**src/rtl/pvd_pkg.sv**
```systemverilog
// Shared types and helpers for the pin vector driver.
// Optional failure counter is enabled with PVD_FAILCNT_EN.
package pvd_pkg;

  typedef enum logic [1:0] {
    IDLE,
    SETTLE,
    REPORT
  } pvd_state_e;

  localparam int SETTLE_W = 8;
  localparam int SAT_W    = 32;

  // Increment that sticks at the all-ones value of a w-bit counter.
  function automatic logic [SAT_W-1:0] sat_inc(
    input logic [SAT_W-1:0] v,
    input int unsigned      w
  );
    logic [SAT_W-1:0] top;
    if (w >= SAT_W) top = '1;
    else top = (SAT_W'(1) << w) - SAT_W'(1);
    return (v >= top) ? v : v + SAT_W'(1);
  endfunction

endpackage

```
**src/rtl/pin_vector_stats.sv**
```systemverilog
// Completed-vector and failure counters with clear priority.
// fail_cnt and the pass input exist only with PVD_FAILCNT_EN.
module pin_vector_stats
  import pvd_pkg::*;
#(
  parameter int CNT_W = 16
) (
  input  logic             clk,
  input  logic             rst_n,
  input  logic             done,
`ifdef PVD_FAILCNT_EN
  input  logic             pass,
  output logic [CNT_W-1:0] fail_cnt,
`endif
  input  logic             clr,
  output logic [CNT_W-1:0] vec_cnt
);

  if (CNT_W < 1 || CNT_W > SAT_W) begin : g_bad_w
    $error("pin_vector_stats: CNT_W out of range");
  end

  logic [CNT_W-1:0] vec_q;

  assign vec_cnt = vec_q;

  always_ff @(posedge clk or negedge rst_n) begin
    if (!rst_n) begin
      vec_q <= '0;
    end else if (clr) begin
      vec_q <= '0;
    end else if (done) begin
      vec_q <= CNT_W'(sat_inc(SAT_W'(vec_q), CNT_W));
    end
  end

`ifdef PVD_FAILCNT_EN
  logic [CNT_W-1:0] fail_q;

  assign fail_cnt = fail_q;

  always_ff @(posedge clk or negedge rst_n) begin
    if (!rst_n) begin
      fail_q <= '0;
    end else if (clr) begin
      fail_q <= '0;
    end else if (done && !pass) begin
      fail_q <= CNT_W'(sat_inc(SAT_W'(fail_q), CNT_W));
    end
  end
`endif

endmodule

```
**src/rtl/pin_vector_driver.sv**
```systemverilog
// Drives stimulus onto chip pins, waits a settle window, checks outputs.
// Define PVD_FAILCNT_EN to add the fail_cnt port.
module pin_vector_driver
  import pvd_pkg::*;
#(
  parameter int N_IN          = 8,
  parameter int N_OUT         = 4,
  parameter int SETTLE_CYCLES = 2,
  parameter int CNT_W         = 16
) (
  input  logic             clk,
  input  logic             rst_n,
  input  logic             in_valid,
  output logic             in_ready,
  input  logic [N_IN-1:0]  in_vec,
  input  logic [N_OUT-1:0] in_exp,
  input  logic [N_OUT-1:0] in_mask,
  output logic [N_IN-1:0]  dut_in,
  input  logic [N_OUT-1:0] dut_out,
  output logic             res_valid,
  input  logic             res_ready,
  output logic [N_OUT-1:0] res_obs,
  output logic             res_pass,
  input  logic             clr_stats,
`ifdef PVD_FAILCNT_EN
  output logic [CNT_W-1:0] fail_cnt,
`endif
  output logic [CNT_W-1:0] vec_cnt
);

  if (SETTLE_CYCLES < 1 || SETTLE_CYCLES > 255) begin : g_bad_settle
    $error("pin_vector_driver: SETTLE_CYCLES must be 1..255");
  end

  localparam logic [SETTLE_W-1:0] LOAD = SETTLE_W'(SETTLE_CYCLES - 1);

  pvd_state_e         state;
  logic [SETTLE_W-1:0] cnt;
  logic [N_OUT-1:0]    exp_q;
  logic [N_OUT-1:0]    mask_q;
  logic                done;

  assign done = res_valid & res_ready;

  always_ff @(posedge clk or negedge rst_n) begin
    if (!rst_n) begin
      state     <= IDLE;
      in_ready  <= 1'b1;
      dut_in    <= '0;
      res_obs   <= '0;
      res_pass  <= 1'b0;
      res_valid <= 1'b0;
      cnt       <= '0;
      exp_q     <= '0;
      mask_q    <= '0;
    end else begin
      unique case (state)
        IDLE: begin
          if (in_valid) begin
            dut_in   <= in_vec;
            exp_q    <= in_exp;
            mask_q   <= in_mask;
            cnt      <= LOAD;
            in_ready <= 1'b0;
            state    <= SETTLE;
          end
        end
        SETTLE: begin
          if (cnt == '0) begin
            res_obs   <= dut_out;
            res_pass  <= ~|((dut_out ^ exp_q) & mask_q);
            res_valid <= 1'b1;
            state     <= REPORT;
          end else begin
            cnt <= cnt - 1'b1;
          end
        end
        REPORT: begin
          if (res_ready) begin
            res_valid <= 1'b0;
            in_ready  <= 1'b1;
            state     <= IDLE;
          end
        end
        default: state <= IDLE;
      endcase
    end
  end

  pin_vector_stats #(
    .CNT_W(CNT_W)
  ) u_stats (
    .clk     (clk),
    .rst_n   (rst_n),
    .done    (done),
`ifdef PVD_FAILCNT_EN
    .pass    (res_pass),
    .fail_cnt(fail_cnt),
`endif
    .clr     (clr_stats),
    .vec_cnt (vec_cnt)
  );

endmodule

```
**config.mk**
```make
export PLATFORM = sky130hd
export DESIGN_NAME = pin_vector_driver
export DESIGN_NICKNAME = d
export VERILOG_FILES = /design/src/rtl/pvd_pkg.sv /design/src/rtl/pin_vector_stats.sv /design/src/rtl/pin_vector_driver.sv
export SDC_FILE = /design/constraint.sdc
export NUM_CORES = 1
export LEC_CHECK = 0
export ABC_AREA = 1
export BUFFER_PORTS_ARGS = -buffer_cell sky130_fd_sc_hd__buf_2
export CAP_MARGIN = 20
export CORE_UTILIZATION = 28
export DETAILED_ROUTE_END_ITERATION = 10
export GPL_ROUTABILITY_DRIVEN = 0
export PLACE_DENSITY = 0.58
export SETUP_SLACK_MARGIN = 0.02
export SYNTH_ARGS = -nofsm -noshare
export SYNTH_HDL_FRONTEND = slang
export SYNTH_SLANG_ARGS = --single-unit
```
**constraint.sdc**
```tcl
create_clock -name clk -period 2 [get_ports clk]
set_clock_uncertainty 0.05 [all_clocks]
set_input_delay 0.1 -clock clk [delete_from_list [all_inputs] [get_ports clk]]
set_output_delay 0.1 -clock clk [all_outputs]
set_load 0.05 [all_outputs]
```
==> results.sh, run 1 <==
export IMPL_status="finished clean"
export IMPL_cts_buffers=5
export IMPL_drive_gt1_frac=0.200
export IMPL_dr_max_layer_used="met4"
export IMPL_synth_area_leader_cell="dfrtp_1"
export IMPL_first_global_vias=2320
export IMPL_sw_frac_of_total=0.468
export IMPL_wl_um=5920
export IMPL_cts_sink_count=49
export IMPL_die_x_um=97.3
export IMPL_netlist_area_um2=2540
export IMPL_drtPass1Iterations=4
export IMPL_dr_wl_met2_um=2750
export IMPL_cts_tree="yes"
export IMPL_p_leak_nw=1.63
export IMPL_ys_flop_type="dfrtp_1"
export IMPL_start_kind="flip-flop"
export IMPL_final_cells=522
export IMPL_synth_area_per_cell_um2=7.65
export IMPL_met1_length_um=2730
export IMPL_vias=2325
export IMPL_track_usage=0.134
export IMPL_cp_arrival_ps=1850
export IMPL_pwr_share_comb=0.455
export IMPL_drc=0
export IMPL_fin_tns_setup_ps=0
export IMPL_required_ps=2130
export IMPL_ant_nets=0
export IMPL_finalHoldViolCount=0
export IMPL_hp_class="primary input to flip-flop"
export IMPL_crit_fanout=23
export IMPL_syn_inst=332
export IMPL_rsz0062_at_grt="false"
export IMPL_final_core_util=0.370
export IMPL_slew_viol_final=0
export IMPL_worst_pin_slew_ps=634
export IMPL_area_growth_pct=27.6
export IMPL_wl_per_cell_um=11.3
export IMPL_fin_nets=441
export IMPL_switching_power_w=0.00183
export IMPL_synth_cell_types=29
export IMPL_die_h_um=97.3
export IMPL_cts_repair_resized=0
export IMPL_min_period_ps=1710
export IMPL_setup_viol=0
export IMPL_yosys_top_cells_area="dfrtp_1, nand2_1, nand3_1"
export IMPL_max_freq_mhz=584
export IMPL_intPower_w=0.00207
export IMPL_period_share=0.857
export IMPL_initial_core_util=0.290
export IMPL_dpl_worst_slack_ps=300
export IMPL_clk_latency_ps=310
export IMPL_power_frac_seq=0.390
export IMPL_core_um2=8760
export IMPL_n_antenna_cell=0
export IMPL_clockPowerShare=0.156
export IMPL_antenna_found_initial=0
export IMPL_p_per_area_nw_per_um2=1200
export IMPL_dp_hpwl_um=4160
export IMPL_place_area_um2=2940
export IMPL_final_area_um2=3240
export IMPL_ys_ff_latch=49
export IMPL_synth_edf_count=0
export IMPL_ys_warnings_count=0
export IMPL_cap_violations=0
export IMPL_die_area_um2=9460
export IMPL_synth_nets=360
export IMPL_viasPerCell=4.45
export IMPL_grt_ovfl_total=0
export IMPL_ioPinCount=56
export IMPL_clk_pin_slew_ps=100
export IMPL_dp_cells=493
export IMPL_slew_headroom=0.577
export IMPL_grt_pass1_wl_um=10400
export IMPL_async_reset_ff_frac=1.00
export IMPL_port_buffers=55
export IMPL_drt_iter0_drc=57
export IMPL_clockBufferDepth=2
export IMPL_yosys_area_top_type_share=0.473
export IMPL_rows=34
export IMPL_wl_met3_um=390
export IMPL_path_class="flip-flop to flip-flop"
export IMPL_synth_seq_area_share=0.483
export IMPL_end_kind="flip-flop"
export IMPL_grt_start_max_net_pins=50
export IMPL_cts_root_buf="clkbuf_8"
export IMPL_cts_max_level=2
export IMPL_ir_worst_vdd_v=0.000796
export IMPL_worst_slack_ps=286
[worst max-delay path, cell delays in order, from the launching register on]
cell and delay, ps:
dfrtp_1 420, ha_1 250, nand2_2 90, nor2_4 140
nand2_2 100, nor2_4 130, nand2_2 70, nand2_4 210
o21ai_0 130
[flip-flops by register name, summed over array words and instances (netlist names)]
register	cells
cnt	8
dut_in	8
exp_q	4
in_ready	1
mask_q	4
res_obs	4
res_pass	1
res_valid	1
state	2
u_stats.vec_cnt	16
[layout by cell type (no fill, tap or decap), types with 2 or more instances in the layout]
| cell | synthesis | final |
|---|---|---|
| buf_2 | 1 | 55 |
| ha_1 | 3 | 3 |
| o21ai_1 | 5 | 5 |
| buf_4 | 0 | 4 |
| nand4_1 | 5 | 5 |
| nor2_1 | 31 | 31 |
| or2_2 | 4 | 4 |
| o21ai_2 | 2 | 2 |
| nand2_2 | 3 | 3 |
| a21oi_1 | 3 | 3 |
| nand3_1 | 32 | 32 |
| dlygate4sd3_1 | 0 | 21 |
| nor2_4 | 3 | 3 |
| o21ai_0 | 18 | 18 |
| clkbuf_8 | 0 | 5 |
| xor2_1 | 8 | 8 |
| dfrtp_1 | 48 | 48 |
| nand2_1 | 123 | 123 |
| inv_1 | 28 | 28 |
[metal layers]
layer	vias to the layer above	global-route usage
met1	1050	0.164
met4	0	0.0283
met5	-	0
met2	62	0.231
li1	1207	-
met3	6	0.0410
[repair_timing]
| item | 4_1_cts | 5_1_grt |
|---|---|---|
| hold buffers | 21 | 0 |
| hold endpoints to repair | 68 | 0 |
| buffers inserted | 0 | 0 |
[synth_stat cells, types with 2 or more instances]
cell,count
nand2_1,123
dfrtp_1,48
nand3_1,32
nor2_1,31
inv_1,28
o21ai_0,18
xor2_1,8
nand4_1,5
o21ai_1,5
or2_2,4
a21oi_1,3
ha_1,3
nand2_2,3
nor2_4,3
buf_6,2
clkbuf_1,2
o21ai_2,2
[metrics by stage]
stage	hold slack, ps	total power [W]
after floorplan	-246	0.00285
after global placement	209	0.00328
after detailed placement	205	0.00330
after CTS	17.8	0.00396
after global routing	44.7	0.00423
final	23.9	0.00390
[area by class of cell]
| class | instances | area (um^2) |
|---|---|---|
| Fill cell | 924 | 5520 |
| Sequential cell | 49 | 1230 |
| Multi-Input combinational cell | 248 | 1170 |
| Timing Repair Buffer | 80 | 515 |
| Tap cell | 108 | 135 |
| Inverter | 29 | 109 |
| Clock buffer | 6 | 72.6 |
| Clock inverter | 2 | 16.3 |
[worst paths after layout]
kind,cells past startpoint,startpoint,slack (ps),endpoint
setup / recovery,8,u_stats.vec_cnt[0],290,u_stats.vec_cnt[14]
hold / removal,3,dut_out[3],20,res_obs[3]
setup reg to reg,8,u_stats.vec_cnt[0],290,u_stats.vec_cnt[14]
hold reg to reg,1,cnt[0],420,cnt[0]
max in group asynchronous,3,rst_n,1100,u_stats.vec_cnt[12]
min in group asynchronous,3,rst_n,380,u_stats.vec_cnt[4]
[logic make-up (layout without fill, tap and decap cells)]
family                   count (synthesis)  count (layout)  share of synthesized area
adder cells (fa/ha/maj)                  3               3                     0.0148
flip-flops                              49              49                      0.483
AO/OA/AOI/OAI                           32              32                     0.0704
buffers and inverters                   35             117                     0.0581
XOR/XNOR                                 8               8                     0.0276
AND/OR/NAND/NOR                        205             205                      0.346
[power groups by stage]
stage	clock, W	combinational [W]	sequential (W)
final	0.000607	0.00177	0.00152
after detailed placement	0	0.00177	0.00153
after CTS	0.000633	0.00180	0.00152
after global routing	0.000677	0.00198	0.00157
after floorplan	0	0.000819	0.00203
after global placement	0	0.00174	0.00154
Note: power is estimated with default switching activity, not from simulation.
==> inputs of run 2 (changes only) <==
--- a/config.mk
+++ b/config.mk
@@ -9,10 +9,12 @@
 export BUFFER_PORTS_ARGS = -buffer_cell sky130_fd_sc_hd__buf_2
 export CAP_MARGIN = 20
 export CORE_UTILIZATION = 28
+export CTS_BUF_LIST = sky130_fd_sc_hd__clkbuf_4
 export DETAILED_ROUTE_END_ITERATION = 10
 export GPL_ROUTABILITY_DRIVEN = 0
 export PLACE_DENSITY = 0.58
 export SETUP_SLACK_MARGIN = 0.02
 export SYNTH_ARGS = -nofsm -noshare
 export SYNTH_HDL_FRONTEND = slang
+export SYNTH_HIERARCHICAL = 1
 export SYNTH_SLANG_ARGS = --single-unit
==> results.sh, run 2 <==
export IMPL_status="finished clean"
export IMPL_synth_area_leader_cell="dfrtp_1"
export IMPL_core_um2=9200
export IMPL_ys_top_cells_by_count="nand2_1, dfrtp_1, inv_1, nor2_1, nand3_1"
export IMPL_pwr_share_comb=0.500
export IMPL_largest_reg_flops=16
export IMPL_r2r_end="u_stats/vec_cnt[9]"
export IMPL_intPower_w=0.00202
export IMPL_ys_flop_type="dfrtp_1"
export IMPL_cts_root_buf="clkbuf_4"
export IMPL_synth_cell_types=32
export IMPL_use_met2=0.226
export IMPL_ys_warnings_count=6
export IMPL_final_common_cell="nand2_1"
export IMPL_cts_buffers=5
export IMPL_ant_nets=0
export IMPL_ys_ff_latch=49
export IMPL_grt_use_met3=0.0330
export IMPL_min_period_ps=1720
export IMPL_setup_viol=0
export IMPL_grt_start_max_net_pins=50
export IMPL_place_area_um2=3010
export IMPL_synthXorXnorAreaFrac=0.0232
export IMPL_grt_ovfl_total=0
export IMPL_drc=0
export IMPL_synthAdderAreaFrac=0.0142
export IMPL_final_cells=534
export IMPL_path_class="flip-flop to flip-flop"
export IMPL_grt_pass1_wl_um=10400
export IMPL_drive_gt1_frac=0.232
export IMPL_timing_critical_path_to="u_stats/vec_cnt[9]"
export IMPL_cts_tree="yes"
export IMPL_synth_seq_area_share=0.465
export IMPL_worstHoldStart="in_valid"
export IMPL_grtUsageMet1=0.164
export IMPL_die_h_um=99.1
export IMPL_vias=2347
export IMPL_finalHoldViolCount=0
export IMPL_wl_per_cell_um=10.9
export IMPL_initial_core_util=0.287
export IMPL_slew_headroom=0.576
export IMPL_synth_edf_count=0
export IMPL_die_x_um=99.1
export IMPL_fin_tns_setup_ps=0
export IMPL_crit_start="u_stats/vec_cnt[1]"
export IMPL_final_area_um2=3310
export IMPL_required_ps=2200
export IMPL_cts_sink_count=49
export IMPL_top_usage_layer="met2"
export IMPL_rsz0062_at_grt="false"
export IMPL_dp_hpwl_um=4120
export IMPL_syn_inst=341
export IMPL_power_frac_seq=0.379
export IMPL_slew_viol_final=0
export IMPL_most_common_layout_cells="nand2_1, buf_2, dfrtp_1"
export IMPL_fin_nets=450
export IMPL_start_kind="flip-flop"
export IMPL_yosys_area_top_type_share=0.455
export IMPL_cts_setup_buffers=0
export IMPL_yosys_top_cells_area="dfrtp_1, nand2_1, nand3_1"
export IMPL_power_total_w=0.00393
export IMPL_yosysMostFrequentCell="nand2_1"
export IMPL_synth_nets=369
export IMPL_synth_top_family_by_area="simple AND/OR/NAND/NOR gates"
export IMPL_cts_max_level=2
export IMPL_crit_fanout=6
export IMPL_hp_class="primary input to flip-flop"
export IMPL_p_per_area_nw_per_um2=1190
export IMPL_synth_compound_area_frac=0.0730
export IMPL_rows=35
export IMPL_p_leak_nw=1.72
export IMPL_synth_area_per_cell_um2=7.75
export IMPL_dp_cells=503
export IMPL_wl_um=5840
export IMPL_drtPass1Iterations=4
export IMPL_period_share=0.860
export IMPL_clk_latency_ps=370
export IMPL_clockPowerShare=0.121
export IMPL_viasPerCell=4.40
export IMPL_end_kind="flip-flop"
export IMPL_ir_worst_vdd_v=0.000774
export IMPL_first_global_vias=2282
export IMPL_switching_power_w=0.00191
export IMPL_n_antenna_cell=0
export IMPL_sw_frac_of_total=0.487
export IMPL_track_usage=0.130
export IMPL_drt_iter0_drc=103
export IMPL_area_growth_pct=25.2
export IMPL_ff2ff_path_depth=6
export IMPL_die_area_um2=9830
export IMPL_max_freq_mhz=581
export IMPL_cap_violations=0
export IMPL_netlist_area_um2=2640
export IMPL_synthSimpleGateAreaFrac=0.350
export IMPL_ioPinCount=56
export IMPL_async_reset_ff_frac=1.00
export IMPL_muxShareOfSynthArea=0
export IMPL_cp_arrival_ps=1920
export IMPL_clockBufferDepth=2
export IMPL_antenna_found_initial=0
export IMPL_port_buffers=55
export IMPL_ff2ff_setup_slack_ps=280
export IMPL_worst_pin_slew_ps=636
export IMPL_r2r_start="u_stats/vec_cnt[1]"
export IMPL_clk_pin_slew_ps=150
## run 2: changes by cell type after synthesis, moves of 3 or more
cell,delta
nand2_1,+13
nand2_2,+5
nand3_1,-8
o21ai_0,-13
o21ai_2,+7
or2_2,-4
xor2_1,-3
## run 2: timing repair
action                     CTS  global route
hold buffers                23             0
setup endpoints to repair    0             3
resized for setup            0             1
hold endpoints to repair    73             0
## run 2: how the worst min path moves through the flow
stage                                    end  slack [ps]  cells after the start
final                               in_ready         140                      4
after global routing               dut_in[2]         160                      4
after CTS                           in_ready         120                      4
after detailed placement  u_stats/vec_cnt[8]         210                      2
after global placement    u_stats/vec_cnt[8]         210                      2
after floorplan                       cnt[0]        -250                      0
## run 2: final cells by class
class | instances | area, um^2
fillers | 990 | 5890
flip-flops and latches | 49 | 1230
multi-input cells | 250 | 1220
repair buffers | 80 | 520
inverters | 36 | 139
well taps | 111 | 139
clock buffers | 6 | 45.0
clock inverters | 2 | 15.0
## run 2: worst max-delay path: stages, from the launching register on
cell	delay, ps
dfrtp_1	430
ha_1	180
nand2_1	80
nor2_2	190
nand4_1	260
nand3_1	300
o21ai_0	120
## run 2: power groups by stage
stage / logic [W] / registers (W) / clock network [W]
after global routing: 0.00219 / 0.00153 / 0.000546
final: 0.00197 / 0.00149 / 0.000475
after global placement: 0.00192 / 0.00151 / 0
after CTS: 0.00198 / 0.00149 / 0.000508
after detailed placement: 0.00195 / 0.00151 / 0
after floorplan: 0.00105 / 0.00201 / 0
## run 2: routing by layer
metal	part of all wire	wire, um	vias to the layer above
met4	0.0082	48	0
met3	0.049	287	7
li1	-	-	1218
met2	0.47	2770	56
met1	0.47	2730	1066
met5	0	0	-
## run 2: logic make-up (layout without fill, tap and decap cells)
family | count (synthesis) | count (layout)
AO/OA/AOI/OAI | 28 | 28
XOR/XNOR | 7 | 7
adder cells (fa/ha/maj) | 3 | 3
buffers and inverters | 42 | 124
flip-flops | 49 | 49
AND/OR/NAND/NOR | 212 | 212
## run 2: per-stage QoR
| step | utilization | hold slack [ps] | setup WS (ps) |
|---|---|---|---|
| floorplan | - | -246 | 133 |
| global placement | 0.327 | 212 | 247 |
| detailed placement | 0.327 | 210 | 196 |
| CTS | 0.359 | 122 | 171 |
| global route | 0.359 | 155 | 147 |
| finish | 0.359 | 136 | 280 |
